<file path="src/rtl/seg_disp_ctrl.sv">
// seg_disp_ctrl
// Display stage for the stack calculator. Latches the published 8-bit result,
// converts it to hex digits immediately or to decimal with an eight-step
// sequential double-dabble, and scans the committed digits onto a 4-digit
// multiplexed, active-low 7-segment display. Digits are committed all at once,
// so the display never shows a mix of old and new digits.

module seg_disp_ctrl #(
    parameter int REFRESH_DIV = 100000
) (
    input  logic       clk,
    input  logic       rst_n,
    input  logic [7:0] out_val,
    input  logic       out_load,
    input  logic       dec_mode,
    output logic [6:0] segs,
    output logic [3:0] an,
    output logic       busy
);

    localparam int CW = (REFRESH_DIV > 2) ? $clog2(REFRESH_DIV) : 1;
    localparam logic [CW-1:0] CNT_MAX = CW'(REFRESH_DIV - 1);

    // Digit code: bit 4 set means blank, bits 3:0 hold the hex/BCD nibble.
    localparam logic [4:0] DIG_BLANK = 5'b10000;

    typedef enum logic {
        IDLE,
        CONV
    } state_t;

    state_t      state;
    logic [2:0]  iter;
    logic [19:0] dd_reg;
    logic [19:0] dd_adj;
    logic [19:0] dd_next;
    logic [3:0]  bcd_hund;
    logic [3:0]  bcd_tens;
    logic [3:0]  bcd_ones;
    logic [4:0]  digit [4];

    logic [CW-1:0] refresh_cnt;
    logic [1:0]    scan_idx;
    logic [1:0]    next_idx;

    // Maps a digit code to its active-low {g,f,e,d,c,b,a} cathode pattern.
    function automatic logic [6:0] glyph(input logic [4:0] d);
        logic [6:0] g;
        if (d[4]) begin
            g = 7'b1111111;
        end else begin
            case (d[3:0])
                4'h0: g = 7'b1000000;
                4'h1: g = 7'b1111001;
                4'h2: g = 7'b0100100;
                4'h3: g = 7'b0110000;
                4'h4: g = 7'b0011001;
                4'h5: g = 7'b0010010;
                4'h6: g = 7'b0000010;
                4'h7: g = 7'b1111000;
                4'h8: g = 7'b0000000;
                4'h9: g = 7'b0010000;
                4'hA: g = 7'b0001000;
                4'hB: g = 7'b0000011;
                4'hC: g = 7'b1000110;
                4'hD: g = 7'b0100001;
                4'hE: g = 7'b0000110;
                default: g = 7'b0001110;
            endcase
        end
        return g;
    endfunction

    // Maps a scan index to its active-low one-hot anode pattern.
    function automatic logic [3:0] anode(input logic [1:0] idx);
        logic [3:0] a;
        case (idx)
            2'd0: a = 4'b1110;
            2'd1: a = 4'b1101;
            2'd2: a = 4'b1011;
            default: a = 4'b0111;
        endcase
        return a;
    endfunction

    // One double-dabble step: add 3 to any BCD nibble >= 5, then shift {bcd, bin} left.
    always_comb begin
        dd_adj = dd_reg;
        if (dd_reg[11:8] >= 4'd5) dd_adj[11:8] = dd_reg[11:8] + 4'd3;
        if (dd_reg[15:12] >= 4'd5) dd_adj[15:12] = dd_reg[15:12] + 4'd3;
        if (dd_reg[19:16] >= 4'd5) dd_adj[19:16] = dd_reg[19:16] + 4'd3;
        dd_next  = {dd_adj[18:0], 1'b0};
        bcd_hund = dd_next[19:16];
        bcd_tens = dd_next[15:12];
        bcd_ones = dd_next[11:8];
        next_idx = scan_idx + 2'd1;
    end

    // Load/convert FSM: captures loads when idle and commits all four digit registers together.
    always_ff @(posedge clk or negedge rst_n) begin
        if (!rst_n) begin
            state    <= IDLE;
            iter     <= 3'd0;
            dd_reg   <= 20'd0;
            busy     <= 1'b0;
            digit[0] <= 5'b00000;
            digit[1] <= DIG_BLANK;
            digit[2] <= DIG_BLANK;
            digit[3] <= DIG_BLANK;
        end else begin
            case (state)
                IDLE: begin
                    if (out_load) begin
                        if (dec_mode) begin
                            dd_reg <= {12'd0, out_val};
                            iter   <= 3'd0;
                            busy   <= 1'b1;
                            state  <= CONV;
                        end else begin
                            digit[0] <= {1'b0, out_val[3:0]};
                            digit[1] <= {1'b0, out_val[7:4]};
                            digit[2] <= DIG_BLANK;
                            digit[3] <= DIG_BLANK;
                        end
                    end
                end
                CONV: begin
                    dd_reg <= dd_next;
                    if (iter == 3'd7) begin
                        digit[0] <= {1'b0, bcd_ones};
                        digit[1] <= (bcd_hund == 4'd0 && bcd_tens == 4'd0) ? DIG_BLANK
                                                                           : {1'b0, bcd_tens};
                        digit[2] <= (bcd_hund == 4'd0) ? DIG_BLANK : {1'b0, bcd_hund};
                        digit[3] <= DIG_BLANK;
                        busy     <= 1'b0;
                        state    <= IDLE;
                    end else begin
                        iter <= iter + 3'd1;
                    end
                end
                default: begin
                    state <= IDLE;
                    busy  <= 1'b0;
                end
            endcase
        end
    end

    // Scan timer: every REFRESH_DIV clocks advance to the next slot and drive its glyph and anode.
    always_ff @(posedge clk or negedge rst_n) begin
        if (!rst_n) begin
            refresh_cnt <= '0;
            scan_idx    <= 2'd0;
            an          <= 4'b1110;
            segs        <= 7'b1000000;
        end else begin
            if (refresh_cnt == CNT_MAX) begin
                refresh_cnt <= '0;
                scan_idx    <= next_idx;
                an          <= anode(next_idx);
                segs        <= glyph(digit[next_idx]);
            end else begin
                refresh_cnt <= refresh_cnt + 1'b1;
            end
        end
    end

endmodule

</file>
<file path="config.mk">
export PLATFORM = sky130hd
export DESIGN_NAME = seg_disp_ctrl
export DESIGN_NICKNAME = d
export VERILOG_FILES = /design/src/rtl/seg_disp_ctrl.sv
export SDC_FILE = /design/constraint.sdc
export NUM_CORES = 1
export LEC_CHECK = 0
export ABC_AREA = 1
export CAP_MARGIN = 15
export CORE_ASPECT_RATIO = 1.4
export CORE_MARGIN = 2
export CORE_UTILIZATION = 45
export DETAILED_ROUTE_END_ITERATION = 7
export SETUP_SLACK_MARGIN = 0.2
export SLEW_MARGIN = 40
export SYNTH_ARGS = -nofsm -noshare
export SYNTH_HDL_FRONTEND = slang
export SYNTH_SLANG_ARGS = --single-unit
</file>
<file path="constraint.sdc">
create_clock -name clk -period 2.9 [get_ports clk]
set_input_delay 0.58 -clock clk [delete_from_list [all_inputs] [get_ports clk]]
set_output_delay 0.58 -clock clk [all_outputs]
set_load 0.01 [all_outputs]
</file>
==> flow_summary.rst, run 1 <==
.. list-table::
   :header-rows: 1

   * - Metric
     - Value
   * - Mapped Cells
     - 478
   * - Avg Synthesized Cell Area
     - 8.02 um^2
   * - Slew at the pin with the worst max-slew slack
     - 0.601 ns
   * - Number of antenna violations at the first check in global routing
     - 0
   * - Chip width
     - 82.0 um
   * - Post-synthesis adder-cell area fraction
     - 0.0620
   * - Synth Area in Compound Gates
     - 0.123
   * - Share of cell area taken by muxes after synthesis
     - 0
   * - Crit end category
     - flop
   * - Later-pin clock latency in the skew report
     - 0.33 ns
   * - Clk pin slew, worst setup/hold paths
     - 0.05 ns
   * - Crit path required time
     - 3.12 ns
   * - Number of buffers added to fix hold violations after cts
     - 0
   * - Hold Path Class
     - in -> async
   * - Top Family by Delay on Critical Path
     - simple AND/OR/NAND/NOR gates
   * - RSZ-0062 raised after global routing
     - no
   * - Total global routing overflow
     - 0
   * - Number of DRC violations after detailed routing
     - 0
   * - CTS resizes
     - 0
   * - Number of synthesized flops with an enable pin
     - 0
   * - Total via count in the routed design
     - 3136
   * - Highest clock frequency the design can meet
     - 0.408 GHz
   * - Post-synthesis instance area
     - 3830 um^2
   * - Clock tree root driver cell
     - sky130_fd_sc_hd__clkbuf_16
   * - Max IR drop VDD
     - 0.486 mV
   * - Worst path max stage delay
     - 0.60 ns
   * - Clock tree from TritonCTS
     - built
   * - Static Leak
     - 2.15 nW
   * - CP most frequent cell
     - sky130_fd_sc_hd__nand2_1
   * - DR vias/cell
     - 5.12
   * - Final setup fails
     - 0
   * - Critical path buffers and inverters
     - 3
   * - Fraction of registers with async set/reset
     - 1.00
   * - RePlAce Congestion
     - 0.892
   * - Run status
     - finished clean
   * - Fill cell instance count of the final layout
     - 782
   * - Fraction of final layout cells with drive strength greater than 1
     - 0.106
   * - Period Utilization, post-route
     - 0.846
   * - Slowest library cell on the worst path
     - sky130_fd_sc_hd__dfrtp_1
   * - Largest family of logic cells by synthesized area
     - simple AND/OR/NAND/NOR gates
   * - Detailed placer's ending HPWL
     - 5.92 mm
   * - Minimum clock period
     - 2.45 ns
   * - Sequential cell area fraction in the yosys report
     - 0.452
   * - Diodes inserted
     - 0
   * - Final hold viol count
     - 0
   * - Cell Rows
     - 39
   * - Total of buffers placed on input and output ports
     - 23
   * - Type of the worst setup path
     - reg -> reg
   * - Detailed Routing Iterations Pass 1
     - 4
   * - Clk sinks
     - 69
   * - Number of H-tree levels
     - 3
   * - Buffers inserted during post-CTS setup optimization
     - 0
   * - Max Cap Violations
     - 0
   * - Pin count of the biggest net entering global routing
     - 49
   * - Post-detailed-route wirelength per cell
     - 12.9 um
   * - Vias in the first global route
     - 3073
   * - Count of cell types in the netlist
     - 37
   * - Flip-flop count of the largest register, all copies and words added
     - 20
   * - Ports
     - 24
   * - Dominant synthesized flop cell
     - sky130_fd_sc_hd__dfrtp_1
   * - Total detailed-routing wirelength
     - 7.87 mm
   * - Final clock skew
     - 0.00400 ns
   * - Die area
     - 9280 um^2
   * - Yosys reg bits
     - 69
   * - Relative area change from synthesis to final layout
     - 16.9%
   * - Worst setup SP type
     - flop
   * - Max-Slew Margin vs Limit
     - 0.598
   * - Clk buf depth
     - 2
   * - Post-layout util
     - 0.547
   * - Net count, final
     - 536
   * - TritonCTS Buffers
     - 9
   * - Xor and xnor area share after synthesis
     - 0.0251
   * - Core ar.
     - 8200 um^2
   * - Global-route wire length before repair
     - 13.9 mm
   * - Antenna violation net count after detailed routing
     - 0
   * - Maximum net fanout on the critical path
     - 11
   * - Basic-gate share of the synthesized area counting and, or, nand and nor cells
     - 0.253
   * - Total count of max-transition violations in the final report
     - 0
   * - Aggregate global-route resource usage
     - 0.195
   * - Critical Path, Cell by Cell
     - inv_4, ha_1, inv_1, nand3_1, nand2_1, inv_1, ha_1, nand3_1, nand2_1, nand2_1, nand2_1, nor2_1, nor2_1
   * - Initial cell density of the core
     - 0.467
   * - YS warnings
     - 0
   * - Final total negative setup slack
     - 0 ns
   * - Power density of the placed cells
     - 873 nW/um^2
   * - Arr. time, crit path
     - 2.67 ns
   * - DIE HEIGHT
     - 113 um
   * - Net count after synthesis
     - 509
   * - Initial drt markers
     - 163
layout by cell type, fill, tap and decap left out, drive strengths merged:
cell type        n
bufinv           2
a22o             2
dfstp            6
xnor2            1
o22ai            3
ha              19
a31oi            3
nor4             2
clkinv           3
clkbuf          12
nor3             4
buf              3
o211ai           7
inv             69
nand4            8
o21bai           1
clkdlybuf4s50   22
nand3           29
nor2            67
a22oi            3
a21oi           21
nand2          111
xor2            10
nand3b           1
dfrtp           63
o21ai           36
o21a             2
cell type report:
type / count / area, um^2 / area share
clock buffers: 12 / 256 / 0.0572
clock inverters: 4 / 70.1 / 0.0156
inverters: 70 / 265 / 0.0592
multi-input cells: 330 / 1780 / 0.396
flip-flops and latches: 69 / 1730 / 0.387
well taps: 102 / 128 / 0.0285
repair buffers: 25 / 253 / 0.0564
path summary, 6_finish.rpt:
path / startpoint / cells past startpoint / slack [ns] / endpoint
min: rst_n / 1 / 0.22 / refresh_cnt[4]$_DFF_PN0_
min reg2reg: refresh_cnt[0]$_DFF_PN0_ / 1 / 0.48 / refresh_cnt[0]$_DFF_PN0_
min in group clk: refresh_cnt[0]$_DFF_PN0_ / 1 / 0.48 / refresh_cnt[0]$_DFF_PN0_
max in group asynchronous: rst_n / 2 / 2.00 / digit[9]$_DFFE_PN1P_
max: scan_idx[0]$_DFFE_PN0N_ / 13 / 0.45 / segs[0]$_DFFE_PN0N_
max reg2reg: scan_idx[0]$_DFFE_PN0N_ / 13 / 0.45 / segs[0]$_DFFE_PN0N_
metal layers:
layer  vias up  track usage  routed length, um  part of all wire
li1       1594            -                  -                 -
met1      1461        0.233               3360              0.43
met2        62        0.328               4020              0.51
met3        19       0.0351                263             0.033
met4         0        0.101                225             0.029
met5         -            0                  0                 0
synth_stat cells, types with 5 or more instances:
cell / instances / area [um^2]
sky130_fd_sc_hd__nand2_1: 104 / 390
sky130_fd_sc_hd__inv_1: 64 / 240
sky130_fd_sc_hd__dfrtp_1: 63 / 1580
sky130_fd_sc_hd__nor2_1: 62 / 233
sky130_fd_sc_hd__o21ai_0: 31 / 155
sky130_fd_sc_hd__nand3_1: 26 / 130
sky130_fd_sc_hd__ha_1: 19 / 238
sky130_fd_sc_hd__a21oi_1: 17 / 85.1
sky130_fd_sc_hd__xor2_1: 10 / 87.6
sky130_fd_sc_hd__nand4_1: 7 / 43.8
sky130_fd_sc_hd__o211ai_1: 7 / 52.6
sky130_fd_sc_hd__dfstp_2: 6 / 158
sky130_fd_sc_hd__nand2_2: 6 / 37.5
sky130_fd_sc_hd__o21ai_2: 5 / 43.8
cells by family (layout without fill, tap and decap cells):
| kind of cell | after synthesis | in the layout |
|---|---|---|
| fa+ha+maj | 19 | 19 |
| simple gates | 222 | 222 |
| buf+inv | 79 | 111 |
| flops | 69 | 69 |
| xor+xnor | 11 | 11 |
| compound gates | 78 | 78 |
stage by stage:
stage	setup WS [ns]	hold slack, ns	instance area, um^2	cells	total power, mW
after global placement	0.552	0.457	4160	596	2.72
after floorplan	0.812	0.284	3830	478	2.39
after detailed placement	0.482	0.471	4160	596	2.74
after CTS	0.440	0.241	4480	612	3.96
after global routing	0.211	0.256	4480	612	4.26
final	0.448	0.223	4480	612	3.91
power by group:
group	internal (mW)	switching (mW)
sequential	1.22	0.160
clock	0.796	0.399
combinational	0.479	0.860
Note: power is estimated with default switching activity, not from simulation.
==> inputs of run 2 (changes only) <==
Clock period 2.9 ns to 2.55 ns, I/O delays scaled along.
==> flow_summary.rst, run 2 (synthesis gave the netlist of run 1 again) <==
.. list-table::
   :header-rows: 1

   * - Metric
     - Value
   * - Run status
     - finished clean
   * - Sequential fraction of design power
     - 0.358
   * - Internal power of the cells
     - 2.73 mW
   * - Net load switching power
     - 1.62 mW
   * - Sw Share
     - 0.373
   * - Initial cell density of the core
     - 0.467
   * - Number of buffers added to fix hold violations after cts
     - 0
   * - Number of antenna violations at the first check in global routing
     - 0
   * - Antenna violation net count after detailed routing
     - 0
   * - Worst setup SP type
     - flop
   * - Fraction of final layout cells with drive strength greater than 1
     - 0.111
   * - Later-pin clock latency in the skew report
     - 0.34 ns
   * - Clk pin slew, worst setup/hold paths
     - 0.06 ns
   * - Clock tree root driver cell
     - sky130_fd_sc_hd__clkbuf_16
   * - Chip width
     - 82.0 um
   * - Flip-flop count of the largest register, all copies and words added
     - 20
   * - Final hold viol count
     - 0
   * - Critical Path, Cell by Cell
     - inv_1, ha_1, inv_2, nand3_1, nand2_1, inv_1, ha_1, inv_1, nand3_1, nand3_1, nand2_1, nor2_1, nor2_1
   * - Post-detailed-route wirelength per cell
     - 12.9 um
   * - RSZ-0062 raised after global routing
     - no
   * - Arr. time, crit path
     - 2.29 ns
   * - Total of buffers placed on input and output ports
     - 23
   * - Global-route wire length before repair
     - 13.7 mm
   * - Footprint of the flip-flops and latches
     - 1730 um^2
   * - Total global routing overflow
     - 0
   * - Initial drt markers
     - 129
   * - Net count, final
     - 541
   * - Type of the worst setup path
     - reg -> reg
   * - Vias in the first global route
     - 3026
   * - Most common cell after layout, fill and taps aside
     - sky130_fd_sc_hd__nand2_1
   * - Highest clock frequency the design can meet
     - 0.485 GHz
   * - Detailed Routing Iterations Pass 1
     - 4
   * - Number of DRC violations after detailed routing
     - 0
   * - Combined area of the multi-input logic cells
     - 1780 um^2
   * - Cell Rows
     - 39
   * - Combinational Power Share
     - 0.359
   * - Clock tree from TritonCTS
     - built
   * - Cell area after placement
     - 4180 um^2
   * - DR vias/cell
     - 5.04
   * - TritonCTS Buffers
     - 9
   * - Maximum net fanout on the critical path
     - 8
   * - Clock share of power
     - 0.283
   * - Max IR drop VDD
     - 0.683 mV
   * - Detailed placer's ending HPWL
     - 5.94 mm
   * - Die area
     - 9280 um^2
   * - Worst path max stage delay
     - 0.39 ns
   * - Max Cap Violations
     - 0
   * - Final total negative setup slack
     - 0 ns
   * - Clk buf depth
     - 2
   * - Total detailed-routing wirelength
     - 7.93 mm
   * - CTS resizes
     - 0
   * - Hold Path Class
     - in -> async
   * - RePlAce Congestion
     - 0.877
   * - Slowest library cell on the worst path
     - sky130_fd_sc_hd__dfrtp_1
   * - Total via count in the routed design
     - 3111
   * - Core ar.
     - 8200 um^2
   * - Aggregate global-route resource usage
     - 0.194
   * - Final clock skew
     - 0.00754 ns
   * - Power density of the placed cells
     - 972 nW/um^2
   * - Commonest cells after routing, fill and taps aside
     - 104 x sky130_fd_sc_hd__nand2_1, 63 x sky130_fd_sc_hd__inv_1, 63 x sky130_fd_sc_hd__dfrtp_1
   * - Buffers inserted during post-CTS setup optimization
     - 0
   * - Period Utilization, post-route
     - 0.809
   * - Crit path required time
     - 2.77 ns
   * - Total count of max-transition violations in the final report
     - 0
   * - Number of H-tree levels
     - 3
   * - DIE HEIGHT
     - 113 um
   * - Pin count of the biggest net entering global routing
     - 23
   * - Clk sinks
     - 69
   * - Static Leak
     - 2.15 nW
   * - Minimum clock period
     - 2.06 ns
   * - Final setup fails
     - 0
   * - Ports
     - 24
   * - Max-Slew Margin vs Limit
     - 0.647
   * - Final Instance Area
     - 4470 um^2
   * - Crit end category
     - flop
   * - Diodes inserted
     - 0
   * - Relative area change from synthesis to final layout
     - 16.6%
   * - Slew at the pin with the worst max-slew slack
     - 0.528 ns
   * - Fill cell instance count of the final layout
     - 766
[run 2: changes by cell type in the layout (fill, tap and decap cells not counted), sizes merged]
cell and delta:
bufinv -1, clkbuf +2, clkinv -1, buf +5
[run 2: through the flow]
| step | instances | utilization | total power [mW] | hold WS [ns] | setup slack, ns |
|---|---|---|---|---|---|
| 6_report | 617 | 0.545 | 4.35 | 0.106 | 0.488 |
| 5_1_grt | 617 | 0.545 | 4.73 | 0.148 | 0.251 |
| 4_1_cts | 617 | 0.545 | 4.39 | 0.116 | 0.379 |
| 3_5_place_dp | 601 | 0.510 | 3.14 | 0.459 | 0.399 |
| 3_3_place_gp | 601 | 0.510 | 3.11 | 0.453 | 0.467 |
| 2_1_floorplan | 478 | - | 2.72 | 0.214 | 0.462 |
[run 2: area by class of cell]
type	count	share of cell area
clock buffer	14	0.0568
clock inverter	2	0.00784
inverter	70	0.0594
multi-input combinational	330	0.397
sequential	69	0.388
tap	102	0.0286
timing repair buffer	30	0.0621
[run 2: routing by layer]
| metal | vias up | global-route usage | share of wire |
|---|---|---|---|
| met4 | 0 | 0.100 | 0.025 |
| met1 | 1455 | 0.230 | 0.44 |
| li1 | 1597 | - | - |
| met5 | - | 0 | 0 |
| met3 | 14 | 0.0295 | 0.023 |
| met2 | 45 | 0.331 | 0.51 |
[run 2: final timing paths]
check,slack (ns),from,cells past startpoint,to
max,0.49,scan_idx[1]$_DFFE_PN0N_,13,segs[3]$_DFFE_PN0N_
min,0.11,rst_n,1,refresh_cnt[5]$_DFF_PN0_
max reg2reg,0.49,scan_idx[1]$_DFFE_PN0N_,13,segs[3]$_DFFE_PN0N_
min reg2reg,0.47,refresh_cnt[0]$_DFF_PN0_,1,refresh_cnt[0]$_DFF_PN0_
max in group asynchronous,1.79,rst_n,2,digit[9]$_DFFE_PN1P_
min in group clk,0.47,refresh_cnt[0]$_DFF_PN0_,1,refresh_cnt[0]$_DFF_PN0_
[run 2: worst max-delay path, delay by kind of cell (launching register included)]
kind / cells / cell delay [ns]
buffers and inverters: 4 / 0.42
and+or+nand+nor: 7 / 0.60
DFF: 1 / 0.39
adders and majority gates: 2 / 0.55
[run 2: power by group through the flow]
stage / clock [mW] / combinational, mW / sequential, mW
2_1_floorplan: 0 / 1.19 / 1.53
3_3_place_gp: 0 / 1.55 / 1.57
3_5_place_dp: 0 / 1.57 / 1.57
4_1_cts: 1.25 / 1.58 / 1.56
5_1_grt: 1.31 / 1.83 / 1.59
6_report: 1.23 / 1.56 / 1.56
==> inputs of run 3 (changes only) <==
Settings changed: PLACE_DENSITY set to 0.66.
Clock period 2.55 ns to 1.7 ns, I/O delays scaled along.
==> flow_summary.rst, run 3 (synthesis gave the netlist of run 1 again) <==
.. list-table::
   :header-rows: 1

   * - Metric
     - Value
   * - Cell Rows
     - 39
   * - Power density of the placed cells
     - 1420 nW/um^2
   * - Vias in the first global route
     - 3320
   * - Top Family by Delay on Critical Path
     - adder cells
   * - Final hold viol count
     - 11
   * - Total count of max-transition violations in the final report
     - 0
   * - Total detailed-routing wirelength
     - 9.12 mm
   * - Minimum setup slack among reg-to-reg paths
     - -0.05 ns
   * - Minimum clock period
     - 1.75 ns
   * - Pin count of the biggest net entering global routing
     - 70
   * - Highest clock frequency the design can meet
     - 0.573 GHz
   * - Detailed placer's ending HPWL
     - 6.04 mm
   * - Final setup fails
     - 3
   * - Clk buf depth
     - 2
   * - Slew at the pin with the worst max-slew slack
     - 0.389 ns
   * - CP most frequent cell
     - sky130_fd_sc_hd__nand2_4
   * - Worst hold slack across all endpoints
     - -0.0219 ns
   * - Diodes inserted
     - 0
   * - Detailed Routing Iterations Pass 1
     - 4
   * - Run status
     - finished with violations
   * - Critical Path, Cell by Cell
     - inv_6, ha_4, nand2_4, inv_2, nand2_2, nand2_4, inv_4, ha_4, nand2_4, nand3_2, nand2_1, nor2_1, nor2_1
   * - DR vias/cell
     - 5.18
   * - Clock tree from TritonCTS
     - built
   * - Initial drt markers
     - 166
   * - Die area
     - 9280 um^2
   * - Slowest library cell on the worst path
     - sky130_fd_sc_hd__dfrtp_2
   * - Ports
     - 24
   * - Final Worst Setup Slack
     - -0.0462 ns
   * - Net count, final
     - 577
   * - Relative area change from synthesis to final layout
     - 35.0%
   * - Violations in the final reports
     - hold timing, setup timing
   * - Maximum net fanout on the critical path
     - 5
   * - Worst setup SP type
     - flop
   * - Fill cell instance count of the final layout
     - 682
   * - RSZ-0062 raised after global routing
     - yes
   * - Worst path max stage delay
     - 0.40 ns
   * - Number of antenna violations at the first check in global routing
     - 0
   * - Antenna violation net count after detailed routing
     - 0
   * - DIE HEIGHT
     - 113 um
   * - Static Leak
     - 2.47 nW
   * - Crit path required time
     - 1.93 ns
   * - Aggregate global-route resource usage
     - 0.208
   * - Final Instance Area
     - 5170 um^2
   * - Clk sinks
     - 69
   * - Number of H-tree levels
     - 3
   * - Depth of the critical timing path with buffers and inverters included
     - 13
   * - Flip-flop count of the largest register, all copies and words added
     - 20
   * - Hold Path Class
     - in -> async
   * - Max IR drop VDD
     - 0.864 mV
   * - Total via count in the routed design
     - 3385
   * - Worst flop-to-flop path endpoint
     - segs[3]$_DFFE_PN0N_
   * - Post-detailed-route wirelength per cell
     - 14.0 um
   * - Cell area after placement
     - 4370 um^2
   * - Core ar.
     - 8200 um^2
   * - Number of DRC violations after detailed routing
     - 0
   * - Commonest cells after routing, fill and taps aside
     - 86 x sky130_fd_sc_hd__nand2_1, 61 x sky130_fd_sc_hd__dfrtp_1, 51 x sky130_fd_sc_hd__nor2_1
   * - Crit end category
     - flop
   * - End point of the critical path
     - segs[3]$_DFFE_PN0N_
   * - Period Utilization, post-route
     - 1.03
   * - Type of the worst setup path
     - reg -> reg
   * - Chip width
     - 82.0 um
   * - Max-Slew Margin vs Limit
     - 0.741
   * - Most common cell after layout, fill and taps aside
     - sky130_fd_sc_hd__nand2_1
   * - Initial cell density of the core
     - 0.467
   * - Arr. time, crit path
     - 1.97 ns
   * - Clk pin slew, worst setup/hold paths
     - 0.06 ns
   * - TritonCTS Buffers
     - 9
   * - Final clock skew
     - 0.0128 ns
   * - Max Cap Violations
     - 0
   * - Reg2Reg Launch Point
     - scan_idx[0]$_DFFE_PN0N_
   * - Global-route wire length before repair
     - 14.8 mm
   * - Start point of the critical path
     - scan_idx[0]$_DFFE_PN0N_
   * - Number of buffers added to fix hold violations after cts
     - 0
   * - Clock tree root driver cell
     - sky130_fd_sc_hd__clkbuf_16
   * - Critical path buffers and inverters
     - 3
   * - Total global routing overflow
     - 0
   * - Depth of the most critical reg-to-reg path
     - 13
   * - Fraction of final layout cells with drive strength greater than 1
     - 0.307
   * - Later-pin clock latency in the skew report
     - 0.34 ns
   * - RePlAce Congestion
     - 0.875
   * - Total of buffers placed on input and output ports
     - 23
   * - Final total negative setup slack
     - -0.0960 ns
[run 3: cell types whose count changed in the layout (fill, tap and decap cells not counted), sizes merged]
cell / previous run / this run
buf: 8 / 44
clkdlybuf4s50: 22 / 10
dlygate4sd2: 0 / 9
clkdlybuf4s15: 0 / 3
clkinvlp: 0 / 2
bufinv: 1 / 0
clkbuf: 14 / 13
[run 3: area by class of cell]
type	instances	area, um^2	area share
multi-input cells	330	2170	0.419
flip-flops and latches	69	1740	0.336
repair buffers	66	579	0.112
inverters	70	283	0.0546
clock buffers	13	260	0.0503
well taps	102	128	0.0247
clock inverters	3	20.0	0.00387
[run 3: how the worst min path moves through the flow]
stage,from,endpoint,slack (ns),cells past startpoint
after floorplan,rst_n,an[0]$_DFFE_PN0N_,0.04,0
after global placement,rst_n,refresh_cnt[15]$_DFF_PN0_,0.39,2
after detailed placement,rst_n,refresh_cnt[15]$_DFF_PN0_,0.39,2
after CTS,rst_n,refresh_cnt[15]$_DFF_PN0_,0.03,2
after global routing,rst_n,refresh_cnt[13]$_DFF_PN0_,0.05,2
final,rst_n,refresh_cnt[13]$_DFF_PN0_,-0.02,2
[run 3: repair_timing]
action,4_1_cts,5_1_grt
pin swaps,13,35
buffers inserted,9,14
gates resized for setup,36,80
gates cloned,0,1
endpoints found under the setup margin,35,49
[run 3: report_power, final]
group / switching, mW / total [mW] / leakage, nW / internal (mW)
Clock: 0.710 / 1.78 / 0.132 / 1.07
Combinational: 1.89 / 3.19 / 1.48 / 1.31
Sequential: 0.311 / 2.39 / 0.862 / 2.08
[run 3: metal layers]
metal | part of all wire | wire (um) | up-vias | GRT usage
met2 | 0.54 | 4950 | 61 | 0.363
met4 | 0.024 | 221 | 0 | 0.103
li1 | - | - | 1676 | -
met1 | 0.41 | 3690 | 1629 | 0.234
met3 | 0.027 | 250 | 19 | 0.0423
met5 | 0 | 0 | - | 0
[run 3: per-stage QoR]
stage / setup WS [ns] / util / total power [mW] / hold slack (ns) / cells
5_1_grt: -0.142 / 0.631 / 7.93 / 0.0517 / 653
3_5_place_dp: -0.0649 / 0.534 / 4.88 / 0.393 / 613
6_report: -0.0462 / 0.631 / 7.35 / -0.0219 / 653
3_3_place_gp: -0.0138 / 0.534 / 4.78 / 0.389 / 613
4_1_cts: -0.0477 / 0.584 / 6.77 / 0.0327 / 638
2_1_floorplan: -0.0913 / - / 4.20 / 0.0444 / 478
